$ cat src/rtl/mul_exec_pkg.sv
// mul_exec_pkg: decode constants, functional-unit encoding and the per-stage
// payload type shared by the multiply pipeline.
package mul_exec_pkg;
  localparam logic [5:0] OP_SPECIAL = 6'b000000;
  localparam logic [5:0] FN_MULT = 6'b011000;
  localparam logic [5:0] OP_LW = 6'b100011;
  localparam logic [5:0] OP_SW = 6'b101011;
  typedef enum logic [1:0] {
    FU_ALU_MISC = 2'b00,
    FU_MEM = 2'b01,
    FU_MULT = 2'b10,
    FU_NONE = 2'b11
  } fu_e;
  localparam int PROD_W = 64;
  localparam int STAGES_MIN = 3;
  localparam int STAGES_MAX = 8;
  // data is reused per stage: {|A|,|B|}, then four partial products, then the product
  typedef struct packed {
    logic v;
    logic [4:0] rd;
    logic wr;
    logic sign;
    logic [2*PROD_W-1:0] data;
  } stage_t;
  localparam int STAGE_W = $bits(stage_t);
  function automatic logic [31:0] mag32(input logic [31:0] x, input logic neg);
    return neg ? -x : x;
  endfunction
endpackage

$ cat src/rtl/mul_stage_reg.sv
// mul_stage_reg: one pipeline stage register that holds while the pipe is stalled.
module mul_stage_reg #(
  parameter int W = 8
) (
  input  logic         clock,
  input  logic         reset,
  input  logic         adv_i,
  input  logic [W-1:0] d_i,
  output logic [W-1:0] q_o
);
  logic [W-1:0] q_q;
  always_ff @(posedge clock or posedge reset) begin
    if (reset) q_q <= '0;
    else if (adv_i) q_q <= d_i;
  end
  assign q_o = q_q;
endmodule

$ cat src/rtl/mul_exec.sv
// mul_exec: STAGES-deep pipelined 32x32 signed/unsigned multiply with a
// valid/ack writeback handshake and in-flight destination tracking.
module mul_exec
  import mul_exec_pkg::*;
#(
  parameter int STAGES = 4
) (
  input  logic        clock,
  input  logic        reset,
  input  logic        iss_mul_oper,
  input  logic [31:0] iss_ex_rega,
  input  logic [31:0] iss_ex_regb,
  input  logic        iss_ex_unsig,
  input  logic [4:0]  iss_ex_regdest,
  input  logic        iss_ex_writereg,
  input  logic        wb_mul_ack,
  output logic        mul_wb_valid,
  output logic [31:0] mul_wb_lo,
  output logic [31:0] mul_wb_hi,
  output logic [4:0]  mul_wb_regdest,
  output logic        mul_wb_writereg,
  output logic        mul_stall,
  output logic [31:0] mul_pending_mask,
  output logic [3:0]  mul_count
);
  stage_t s_d [1:STAGES];
  stage_t s_q [1:STAGES];
  logic adv;
  logic [31:0] a_mag, b_mag;
  logic [15:0] a_hi, a_lo, b_hi, b_lo;
  logic [31:0] pp_ll, pp_lh, pp_hl, pp_hh;
  logic [63:0] sum;
  logic unused;
  if (STAGES < STAGES_MIN || STAGES > STAGES_MAX) begin : g_bad_stages
    $error("mul_exec: STAGES out of range");
  end
  assign adv = ~s_q[STAGES].v | wb_mul_ack;
  assign mul_stall = s_q[STAGES].v & ~wb_mul_ack;
  assign a_mag = mag32(iss_ex_rega, ~iss_ex_unsig & iss_ex_rega[31]);
  assign b_mag = mag32(iss_ex_regb, ~iss_ex_unsig & iss_ex_regb[31]);
  assign {a_hi, a_lo, b_hi, b_lo} = s_q[1].data[63:0];
  assign pp_ll = {16'b0, a_lo} * {16'b0, b_lo};
  assign pp_lh = {16'b0, a_lo} * {16'b0, b_hi};
  assign pp_hl = {16'b0, a_hi} * {16'b0, b_lo};
  assign pp_hh = {16'b0, a_hi} * {16'b0, b_hi};
  // stage 2 data layout: {hh, hl, lh, ll}
  assign sum = {s_q[2].data[127:96], 32'b0}
             + {16'b0, s_q[2].data[95:64], 16'b0}
             + {16'b0, s_q[2].data[63:32], 16'b0}
             + {32'b0, s_q[2].data[31:0]};
  always_comb begin
    s_d[1].v = iss_mul_oper;
    s_d[1].rd = iss_ex_regdest;
    s_d[1].wr = iss_ex_writereg;
    s_d[1].sign = ~iss_ex_unsig & (iss_ex_rega[31] ^ iss_ex_regb[31]);
    s_d[1].data = {64'b0, a_mag, b_mag};
    s_d[2] = s_q[1];
    s_d[2].data = {pp_hh, pp_hl, pp_lh, pp_ll};
    s_d[3] = s_q[2];
    s_d[3].data = {64'b0, s_q[2].sign ? -sum : sum};
    for (int i = 4; i <= STAGES; i++) s_d[i] = s_q[i-1];
  end
  for (genvar k = 1; k <= STAGES; k++) begin : g_stage
    mul_stage_reg #(.W(STAGE_W)) u_reg (
      .clock (clock),
      .reset (reset),
      .adv_i (adv),
      .d_i   (s_d[k]),
      .q_o   (s_q[k])
    );
  end
  assign mul_wb_valid = s_q[STAGES].v;
  assign mul_wb_lo = s_q[STAGES].v ? s_q[STAGES].data[31:0] : '0;
  assign mul_wb_hi = s_q[STAGES].v ? s_q[STAGES].data[63:32] : '0;
  assign mul_wb_regdest = s_q[STAGES].v ? s_q[STAGES].rd : '0;
  assign mul_wb_writereg = s_q[STAGES].v & s_q[STAGES].wr;
  always_comb begin
    mul_pending_mask = '0;
    mul_count = '0;
    for (int i = 1; i <= STAGES; i++) begin
      if (s_q[i].v && s_q[i].wr) mul_pending_mask[s_q[i].rd] = 1'b1;
      mul_count = mul_count + 4'(s_q[i].v);
    end
    mul_pending_mask[0] = 1'b0;
  end
  assign unused = ^{s_q[1].data[127:64], s_q[STAGES].data[127:64], s_q[STAGES].sign};
endmodule

$ cat config.mk
export PLATFORM = sky130hd
export DESIGN_NAME = mul_exec
export DESIGN_NICKNAME = d
export VERILOG_FILES = /design/src/rtl/mul_exec_pkg.sv /design/src/rtl/mul_stage_reg.sv /design/src/rtl/mul_exec.sv
export SDC_FILE = /design/constraint.sdc
export NUM_CORES = 2
export LEC_CHECK = 0
export CORE_MARGIN = 4
export CORE_UTILIZATION = 30
export CTS_CLUSTER_DIAMETER = 200
export DETAILED_ROUTE_END_ITERATION = 10
export SETUP_SLACK_MARGIN = 0.3
export SLEW_MARGIN = 0
export SYNTH_ARGS = -nofsm -noshare
export SYNTH_HDL_FRONTEND = slang
export SYNTH_HIERARCHICAL = 1
export SYNTH_SLANG_ARGS = --single-unit
$ cat constraint.sdc
create_clock -name clock -period 8.08 [get_ports clock]
set_input_delay 2.424 -clock clock [delete_from_list [all_inputs] [get_ports clock]]
set_output_delay 2.424 -clock clock [all_outputs]
set_load 0.1 [all_outputs]
==> reports/results.txt <==
Hold WC Path Type = reg2reg
met1 Usage GRT = 21.9%
Die Area = 0.186 mm²
RD Place Congestion = 0.920
CTS tree = done
DR pass1 iterations = 7
CTS Root Cell = clkbuf_16
grt ovf = 0
Max Slew Vio Count = 0
Via density = 4.86
Layout Nets = 7053
largest net degree at the start of global routing = 86
Worst Setup End Kind = register
Setup Crit Path Kind = reg2reg
IO buf count = 180
crit path cell chain = buf_12 > nand2_1 > fa_1 > inv_1 > fa_1 > fa_1 > fa_1 > fa_1 > inv_1 > fa_1 > inv_1 > ha_1 > a21oi_1 > o21ai_0 > a21oi_1 > o21ai_0 > a221o_1 > a21oi_1 > o31ai_1 > a2111oi_0 > o21bai_1 > a21oi_1 > xnor2_1 > mux2_4
# IOs = 183
CTS clk-pin slew, worst paths = 0.06 ns
Setup-failing EPs final = 0
DIE HEIGHT = 432 µm
area grow syn2layout = 11.0%
TritonCTS buffer count = 44
GR met2 Demand/Resource = 28.8%
DP HPWL = 125000 µm
postcts setup bufs = 0
RSZ-0062 raised after global routing = true
crit path buf inv count = 4
CP startpoint kind = register
Crit path arrival time = 7.91 ns
H-tree levels = 2
final hold vios = 0
Avg Cell Area, Syn = 9.51 µm²
crit-path most repeated cell = fa_1
via count = 39363
clock tree buffer depth = 3
Setup Skew = 0.0306 ns
Synth Warn # = 6
Tmin final = 7.40 ns
CP Max Fanout = 17
Max-slew headroom = 10.9%
Largest register FFs = 350
# Max-Cap Violations = 0
Detail Route Antenna Nets = 0
status = finished clean
period utilisation layout = 91.6%
# DRC = 0
Crit path required time = 8.59 ns
initial antenna violation count = 9
Top Usage Layer GRT = met2
M3 GR Usage = 2.24%
total negative setup slack = 0 ns
initial core utilization = 30.2%
Mapped Area = 0.0539 mm²
core area = 0.178 mm²
critical path's largest stage delay = 0.91 ns
first-pass GRT wire length = 249000 µm
Die Width = 432 µm
CTS Sinks = 350
Global Route Usage Sum = 16.9%
Slew @ Worst Pin = 1.33 ns
worst skew pair latency = 0.63 ns
WL per Instance = 19.2 µm
DR iter-0 viols = 2259
Fmax = 135 MHz
cell family with most CP delay = adder cells
number of global-route vias before repair = 42536
layout cells sized above 1 = 10.3%
FP Rows = 155
final wirelength = 156000 µm
Synth Instances = 5663
Worst path slowest cell = dfrtp_1
-- per-stage QoR --
stage          cells  setup slack [ns]  utilization [%]  hold WS, ns  instance area (µm²)
3_3_place_gp    8024             0.640             32.7        0.484                58300
2_1_floorplan   5664              1.26                -        0.473                53900
4_1_cts         8101             0.532             33.5        0.503                59800
3_5_place_dp    8024             0.579             32.7        0.489                58300
5_1_grt         8103             0.289             33.5        0.514                59800
6_report        8104             0.679             33.5        0.499                59800
-- final cells by class --
type / count / area (µm²)
Sequential cell: 350 / 8770
Fill cell: 18242 / 119000
Inverter: 951 / 3580
Clock inverter: 18 / 186
Clock buffer: 59 / 1260
Antenna cell: 3 / 7.51
Tap cell: 2355 / 2950
Multi-Input combinational cell: 4081 / 40400
Timing Repair Buffer: 287 / 2670
-- placed cells by master (no fill, tap or decap), types with 19 or more instances in the layout --
| cell type | instances |
|---|---|
| inv_1 | 947 |
| fa_1 | 810 |
| nand2_1 | 694 |
| and2_1 | 550 |
| ha_1 | 453 |
| dfrtp_1 | 338 |
| mux2_2 | 310 |
| xnor2_1 | 179 |
| clkdlybuf4s50_1 | 179 |
| a21oi_1 | 146 |
| nor2_1 | 138 |
| buf_4 | 103 |
| xor2_1 | 86 |
| o21ai_0 | 83 |
| a21o_1 | 58 |
| nand3_1 | 51 |
| clkbuf_16 | 45 |
| nor3_1 | 44 |
| mux2_4 | 40 |
| o31ai_1 | 36 |
| nand4_1 | 28 |
| o21bai_1 | 25 |
| nand2b_1 | 23 |
| o221ai_1 | 23 |
| or3_1 | 21 |
| and3_1 | 19 |
-- per-layer routing --
metal  up-vias  part of all wire (%)  routed length (µm)
met4         4                   4.3                6750
li1      17967                     -                   -
met3       239                   5.1                8010
met5         -                 0.014                  22
met1     20077                    43               67400
met2      1076                    47               73800
-- worst paths after layout --
path	slack, ns	from	cells after the start	endpoint
worst max-delay path	0.68	g_stage[1].u_reg/q_o[55]$_DFFE_PP0P_	24	g_stage[2].u_reg/q_o[95]$_DFFE_PP0P_
worst min-delay path	0.50	g_stage[4].u_reg/q_o[59]$_DFFE_PP0P_	1	g_stage[4].u_reg/q_o[59]$_DFFE_PP0P_
worst max register to register	0.68	g_stage[1].u_reg/q_o[55]$_DFFE_PP0P_	24	g_stage[2].u_reg/q_o[95]$_DFFE_PP0P_
worst min register to register	0.50	g_stage[4].u_reg/q_o[59]$_DFFE_PP0P_	1	g_stage[4].u_reg/q_o[59]$_DFFE_PP0P_
max in group asynchronous	4.33	reset	3	g_stage[1].u_reg/q_o[54]$_DFFE_PP0P_
min in group asynchronous	2.19	reset	2	g_stage[4].u_reg/q_o[25]$_DFFE_PP0P_
-- worst reg2reg max path: stages, from the launching register on --
cell and delay [ns]:
dfrtp_1 0.91, buf_12 0.26, nand2_1 0.09, fa_1 0.54, inv_1 0.06, fa_1 0.48, fa_1 0.56, fa_1 0.43
fa_1 0.49, inv_1 0.06, fa_1 0.50, inv_1 0.05, ha_1 0.34, a21oi_1 0.17, o21ai_0 0.09, a21oi_1 0.16
o21ai_0 0.21, a221o_1 0.34, a21oi_1 0.16, o31ai_1 0.16, a2111oi_0 0.55, o21bai_1 0.15, a21oi_1 0.19, xnor2_1 0.08
mux2_4 0.25
-- what timing repair did --
action,in CTS,in global routing
gates resized for setup,0,11
setup endpoints to repair,0,4
hold buffers,0,0
Power is left out: the tool's default activity adds up to more than one toggle a clock period on the data nets, which glitch-free logic cannot reach.
